## src/rtl/hash160_msg_padder_if.sv

```systemverilog
// hash160_msg_padder_if: byte-stream intake and 512-bit block output bundle for the Hash160 padder.
interface hash160_msg_padder_if;
  logic         i_valid;
  logic [7:0]   i_data;
  logic         i_last;
  logic         i_ready;
  logic [511:0] o_block;
  logic         o_block_valid;
  logic         o_block_last;
  logic         o_block_ready;
  logic         o_err;
  modport master (output i_valid, i_data, i_last, o_block_ready,
                  input  i_ready, o_block, o_block_valid, o_block_last, o_err);
  modport slave  (input  i_valid, i_data, i_last, o_block_ready,
                  output i_ready, o_block, o_block_valid, o_block_last, o_err);
endinterface

```

## src/rtl/hash160_msg_padder.sv

```systemverilog
// hash160_msg_padder: streams message bytes into 64-byte blocks and applies SHA-256 padding.
module hash160_msg_padder #(
  parameter int MAX_BLOCKS = 2,
  parameter int LEN_W      = 16
) (
  input  logic                 clk,
  input  logic                 rst_n,
  hash160_msg_padder_if.slave  bus
);
  localparam int MAX_BYTES = 64*MAX_BLOCKS-9;
  typedef enum logic [2:0] {S_FILL, S_DRAIN, S_EMIT_DATA, S_EMIT_PAD, S_EMIT_LEN, S_EMIT_FIN} state_t;
  state_t           state_q, state_d;
  logic [6:0]       ptr_q, ptr_d;
  logic [LEN_W-1:0] total_q, total_d;
  logic             pend_q, pend_d;
  logic             err_q, err_d;
  logic [7:0]       mem_q [64];
  logic [7:0]       mem_d [64];
  logic             rdy, vld, take, xfer, at_max, dat_st, len_st;
  logic [6:0]       n, mk;
  logic [63:0]      len64;
  logic [511:0]     blk;
  always_ff @(posedge clk or negedge rst_n)
    if (!rst_n) begin
      state_q <= S_FILL;
      ptr_q   <= '0;
      total_q <= '0;
      pend_q  <= 1'b0;
      err_q   <= 1'b0;
      mem_q   <= '{default: '0};
    end else begin
      state_q <= state_d;
      ptr_q   <= ptr_d;
      total_q <= total_d;
      pend_q  <= pend_d;
      err_q   <= err_d;
      mem_q   <= mem_d;
    end
  assign rdy    = state_q == S_FILL || state_q == S_DRAIN;
  assign vld    = !rdy;
  assign take   = bus.i_valid && rdy;
  assign xfer   = vld && bus.o_block_ready;
  assign n      = ptr_q + 7'd1;
  assign at_max = total_q == LEN_W'(MAX_BYTES);
  always_comb begin
    state_d = state_q;
    ptr_d   = ptr_q;
    total_d = total_q;
    pend_d  = pend_q;
    err_d   = 1'b0;
    mem_d   = mem_q;
    case (state_q)
      S_FILL: if (take) begin
        if (at_max) begin
          // The overflowing byte itself is dropped; a final byte here ends the message immediately.
          state_d = bus.i_last ? S_FILL : S_DRAIN;
          err_d   = bus.i_last;
          ptr_d   = '0;
          total_d = bus.i_last ? '0 : total_q;
        end else begin
          mem_d[ptr_q[5:0]] = bus.i_data;
          ptr_d   = n;
          total_d = total_q + LEN_W'(1);
          pend_d  = bus.i_last && n == 7'd64;
          state_d = !bus.i_last ? (n == 7'd64 ? S_EMIT_DATA : S_FILL) :
                    n <= 7'd55  ? S_EMIT_FIN : n <= 7'd63 ? S_EMIT_PAD : S_EMIT_DATA;
        end
      end
      S_DRAIN: if (take && bus.i_last) begin
        state_d = S_FILL;
        err_d   = 1'b1;
        total_d = '0;
      end
      S_EMIT_DATA: if (xfer) begin
        state_d = pend_q ? S_EMIT_LEN : S_FILL;
        ptr_d   = '0;
      end
      S_EMIT_PAD: if (xfer) state_d = S_EMIT_LEN;
      default: if (xfer) begin
        state_d = S_FILL;
        ptr_d   = '0;
        total_d = '0;
        pend_d  = 1'b0;
      end
    endcase
  end
  assign dat_st = state_q == S_EMIT_DATA || state_q == S_EMIT_PAD || state_q == S_EMIT_FIN;
  assign len_st = state_q == S_EMIT_LEN || state_q == S_EMIT_FIN;
  assign len64  = 64'({total_q, 3'b000});
  // Marker position: after the data in PAD/FIN, byte 0 of LEN when the data exactly filled a block.
  assign mk     = (state_q == S_EMIT_PAD || state_q == S_EMIT_FIN) ? ptr_q :
                  (state_q == S_EMIT_LEN && pend_q) ? 7'd0 : 7'h7f;
  always_comb begin
    blk = '0;
    for (int i = 0; i < 64; i++)
      blk[511-8*i -: 8] = (len_st && i >= 56) ? len64[8*(63-i) +: 8] :
                          (dat_st && 7'(i) < ptr_q) ? mem_q[i] :
                          (7'(i) == mk) ? 8'h80 : 8'h00;
    bus.i_ready       = rdy;
    bus.o_block       = blk;
    bus.o_block_valid = vld;
    bus.o_block_last  = len_st;
    bus.o_err         = err_q;
  end
endmodule

```

## src/flat_wrapper.sv

```systemverilog
// flat-port wrapper written by rule: the top's interface ports become plain ports
module hash160_msg_padder_flat 
#(
  parameter int MAX_BLOCKS = 2,
  parameter int LEN_W      = 16
)
  (clk, rst_n, bus_i_valid, bus_i_data, bus_i_last, bus_o_block_ready, bus_i_ready, bus_o_block, bus_o_block_valid, bus_o_block_last, bus_o_err);
  hash160_msg_padder_if bus_i ();
  input  logic clk;
  input  logic rst_n;
  input wire logic [$bits(bus_i.i_valid)-1:0] bus_i_valid;
  input wire logic [$bits(bus_i.i_data)-1:0] bus_i_data;
  input wire logic [$bits(bus_i.i_last)-1:0] bus_i_last;
  input wire logic [$bits(bus_i.o_block_ready)-1:0] bus_o_block_ready;
  output wire logic [$bits(bus_i.i_ready)-1:0] bus_i_ready;
  output wire logic [$bits(bus_i.o_block)-1:0] bus_o_block;
  output wire logic [$bits(bus_i.o_block_valid)-1:0] bus_o_block_valid;
  output wire logic [$bits(bus_i.o_block_last)-1:0] bus_o_block_last;
  output wire logic [$bits(bus_i.o_err)-1:0] bus_o_err;
  assign bus_i.i_valid = bus_i_valid;
  assign bus_i.i_data = bus_i_data;
  assign bus_i.i_last = bus_i_last;
  assign bus_i.o_block_ready = bus_o_block_ready;
  assign bus_i_ready = bus_i.i_ready;
  assign bus_o_block = bus_i.o_block;
  assign bus_o_block_valid = bus_i.o_block_valid;
  assign bus_o_block_last = bus_i.o_block_last;
  assign bus_o_err = bus_i.o_err;
  hash160_msg_padder #(.MAX_BLOCKS(MAX_BLOCKS), .LEN_W(LEN_W)) u_core (.clk(clk), .rst_n(rst_n), .bus(bus_i));
endmodule
```

## config.mk

```make
export PLATFORM = sky130hd
export DESIGN_NAME = hash160_msg_padder_flat
export DESIGN_NICKNAME = d
export VERILOG_FILES = /design/src/rtl/hash160_msg_padder_if.sv /design/src/rtl/hash160_msg_padder.sv /design/src/flat_wrapper.sv
export SDC_FILE = /design/constraint.sdc
export NUM_CORES = 1
export LEC_CHECK = 0
export ABC_AREA = 0
export BUFFER_PORTS_ARGS = -buffer_cell sky130_fd_sc_hd__buf_2
export CAP_MARGIN = 25
export CORE_MARGIN = 8
export CORE_UTILIZATION = 45
export CTS_BUF_LIST = sky130_fd_sc_hd__clkbuf_8
export CTS_CLUSTER_SIZE = 16
export DETAILED_ROUTE_END_ITERATION = 8
export GPL_ROUTABILITY_DRIVEN = 0
export PLACE_DENSITY = 0.76
export REMOVE_ABC_BUFFERS = 1
export SYNTH_ARGS = -nofsm -noshare
export SYNTH_HDL_FRONTEND = slang
export SYNTH_SLANG_ARGS = --single-unit
```

## constraint.sdc

```tcl
create_clock -name clk -period 6.8 [get_ports clk]
set_clock_uncertainty 0.1 [all_clocks]
set_input_delay 0.68 -clock clk [delete_from_list [all_inputs] [get_ports clk]]
set_output_delay 0.68 -clock clk [all_outputs]
set_load 0.01 [all_outputs]
```

==> impl_metrics.csv <==
group,metric,value,unit
synth,yosysSeqAreaShare,51.3,%
die,rows,88,
setup_path,rr_startpoint,"u_core.ptr_q[2]$_DFFE_PN0P_",
sta,finalHoldViolCount,0,
detailed_routing,drc_errors,0,
detailed_routing,first_pass_iters,5,
setup_path,crit_type,"flip-flop to output port",
cells_and_area,fill_cells,4901,
power_and_ir_drop,ir_drop,180,uV
detailed_routing,first_iter_violations,1610,
setup_path,worstPathArrival,4200,ps
setup_path,startpoint_type,"flip-flop",
synth,netlist_area,0.0264,mm^2
detailed_routing,routed_wl,90.8,mm
detailed_routing,via_per_inst,5.58,
die,die_y,258,um
sta,worst_slack,1820,ps
synth,synth_seq_cells,540,
power_and_ir_drop,power.total,0.00843,W
setup_path,cp_cell_sequence,"nand3_1, nor3_1, o21ai_1, o221ai_1, o21a_1, buf_2",
sta,setup_tns,0,ps
synth,synth-edff-count,0,
sta,final-setup-viol-count,0,
setup_path,cp_max_fo,23,
clock_network,holdBufCountCts,0,
clock_network,cts_buffers,93,
detailed_routing,wl_per_cell,25.7,um
placement,place_area,0.0296,mm^2
placement,place_hpwl,62.1,mm
cells_and_area,final_area,0.0315,mm^2
detailed_routing,postRouteAntennaNets,0,
synth,synth_top_area_share,51.3,%
grt,antenna_found_initial,4,
grt,grt.overflow.total,0,
cells_and_area,fin_util,54.5,%
cells_and_area,multi_input_area,0.0122,mm^2
cells_and_area,area_growth,19.5,%
placement,port_buffers,528,
cells_and_area,drive_above_1_share,47.0,%
synth,synth_top_cell_by_area,"dfrtp_1",
clock_network,clock_tree.buffer_depth,3,
sta,period_share,73.3,%
setup_path,cp-end-kind,"output port",
synth,synthCells,2159,
die,io-pin-count,529,
power_and_ir_drop,leakagePower,17.0,nW
synth,ys_warn_count,0,
clock_network,cts_resized,0,
clock_network,clockRootBuffer,"clkbuf_8",
die,start_util,45.6,%
grt,grtUsageTotal,26.4,%
clock_network,cts_setup_buffers,0,
outcome,status,"finished, final reports clean",
sta,worst_slew_pin_slew,1100,ps
grt,grt_pass1_vias,21037,
min_path,hp-class,"input pin to async pin",
grt,grt_max_degree,192,
synth,synth_ff_type,"dfrtp_1",
die,die-area,0.0666,mm^2
setup_path,cp_slowest_cell,"dfrtp_1",
sta,rsz0062_at_grt,"no",
synth,synth_most_common_cell,"dfrtp_1",
clock_network,cts_max_level,3,
flow_run,maxCapViolCount,0,
detailed_routing,via_count,19686,
cells_and_area,regArea,0.0135,mm^2
clock_network,tritoncts,"done",
sta,report.final.slew_viol_count,0,
synth,ys_top_cells_by_area,"dfrtp_1 (51%), mux2_2 (20%), and2_1 (10%)",
grt,grt_pass1_wl,134,mm
synth,avgSynthCellArea,12.2,um^2
setup_path,crit_required,6020,ps
clock_network,clk_latency,690,ps
setup_path,crit_path_start,"u_core.ptr_q[1]$_DFFE_PN0P_",
die,dieWidth,258,um
clock_network,cts_sinks,540,
die,core_area,0.0578,mm^2
synth,async_flop_share,100,%
cells_and_area,nets,2706,
synth,synthTopCellsByCount,"dfrtp_1 (540), mux2_2 (478), and2_1 (421)",
sta,fin_crit,4980,ps
clock_network,path_clk_slew,50,ps
power_and_ir_drop,p_per_area,268,mW/mm^2
sta,slew-limit-headroom,26.5,%
setup_path,cpPeakStageDelay,920,ps
sta,max_freq,201,MHz
placement,dp_slack,2620,ps
synth,yosysUniqueCellTypes,75,
-- through the flow --
stage	hold slack (ps)	std cells
finish	47.0	3525
global route	103	3523
CTS	23.9	3521
detailed placement	385	3357
global placement	370	3353
floorplan	284	2031
-- report_power, final --
group	total [W]	switching (W)	internal [W]
Sequential	0.00380	0.000278	0.00352
Clock	0.00290	0.00134	0.00157
Combinational	0.00172	0.00119	0.000533
-- final timing paths --
kind,end,slack (ps),cells past startpoint
setup / recovery,bus_o_block[15],1820,6
hold / removal,u_core.mem_q[69]$_DFFE_PN0P_,50,1
setup reg to reg,u_core.mem_q[409]$_DFFE_PN0P_,3200,4
hold reg to reg,u_core.mem_q[218]$_DFFE_PN0P_,390,1
max in group asynchronous,u_core.mem_q[243]$_DFFE_PN0P_,4890,2
min in group clk,u_core.bus.o_err$_DFF_PN0_,180,3
-- logic make-up (layout without fill, tap and decap cells) --
| family | count (synthesis) | after routing | synth area share, % |
|---|---|---|---|
| XOR/XNOR | 4 | 4 | 0.133 |
| other | 0 | 2 | 0 |
| flip-flops | 540 | 540 | 51.3 |
| adder cells (fa/ha/maj) | 4 | 4 | 0.190 |
| buffers and inverters | 144 | 743 | 2.63 |
| multiplexers | 515 | 515 | 22.4 |
| AND/OR/NAND/NOR | 761 | 761 | 18.9 |
| AO/OA/AOI/OAI | 191 | 191 | 4.43 |
-- cell type report --
cell class / instances / area share (%)
Inverter: 16 / 0.191
Sequential cell: 540 / 42.9
Timing Repair Buffer: 563 / 9.36
Tap cell: 765 / 3.04
Multi-Input combinational cell: 1475 / 38.6
Clock buffer: 119 / 5.20
Antenna cell: 2 / 0.0159
Clock inverter: 45 / 0.655
-- per-layer routing --
metal | vias to the layer above | wire [um] | track usage [%]
met5 | - | 0 | 0
met4 | 0 | 3260 | 10.8
met1 | 10046 | 36500 | 33.0
met3 | 191 | 7140 | 6.55
li1 | 8565 | - | -
met2 | 884 | 43800 | 43.5
-- flip-flops by register name, summed over array words and instances (netlist names) --
register	count
u_core.bus.o_err	1
u_core.mem_q	512
u_core.pend_q	1
u_core.ptr_q	7
u_core.total_q	16
u_core.state_q	3
-- worst max-delay path, delay by kind of cell (launching register included) --
family / cells / cell delay [ps]
AND/OR/NAND/NOR: 2 / 1560
flip-flops: 1 / 920
buffers and inverters: 1 / 160
AO/OA/AOI/OAI: 3 / 870
-- layout by cell type, fill, tap and decap left out, types with 8 or more instances in the layout --
master / n
a21oi_1: 61
and2_1: 421
and3_1: 34
buf_2: 528
buf_4: 29
clkbuf_8: 119
clkinv_2: 14
dfrtp_1: 540
inv_1: 42
mux2_2: 478
mux2_4: 32
nand2_1: 90
nand3_1: 24
nand3_2: 8
nand3_4: 42
nand4_1: 9
nor2_1: 41
nor2_2: 8
nor2b_1: 13
nor3_1: 21
o21ai_0: 60
o2bb2ai_1: 18
Power figures use the tool's default switching activity.
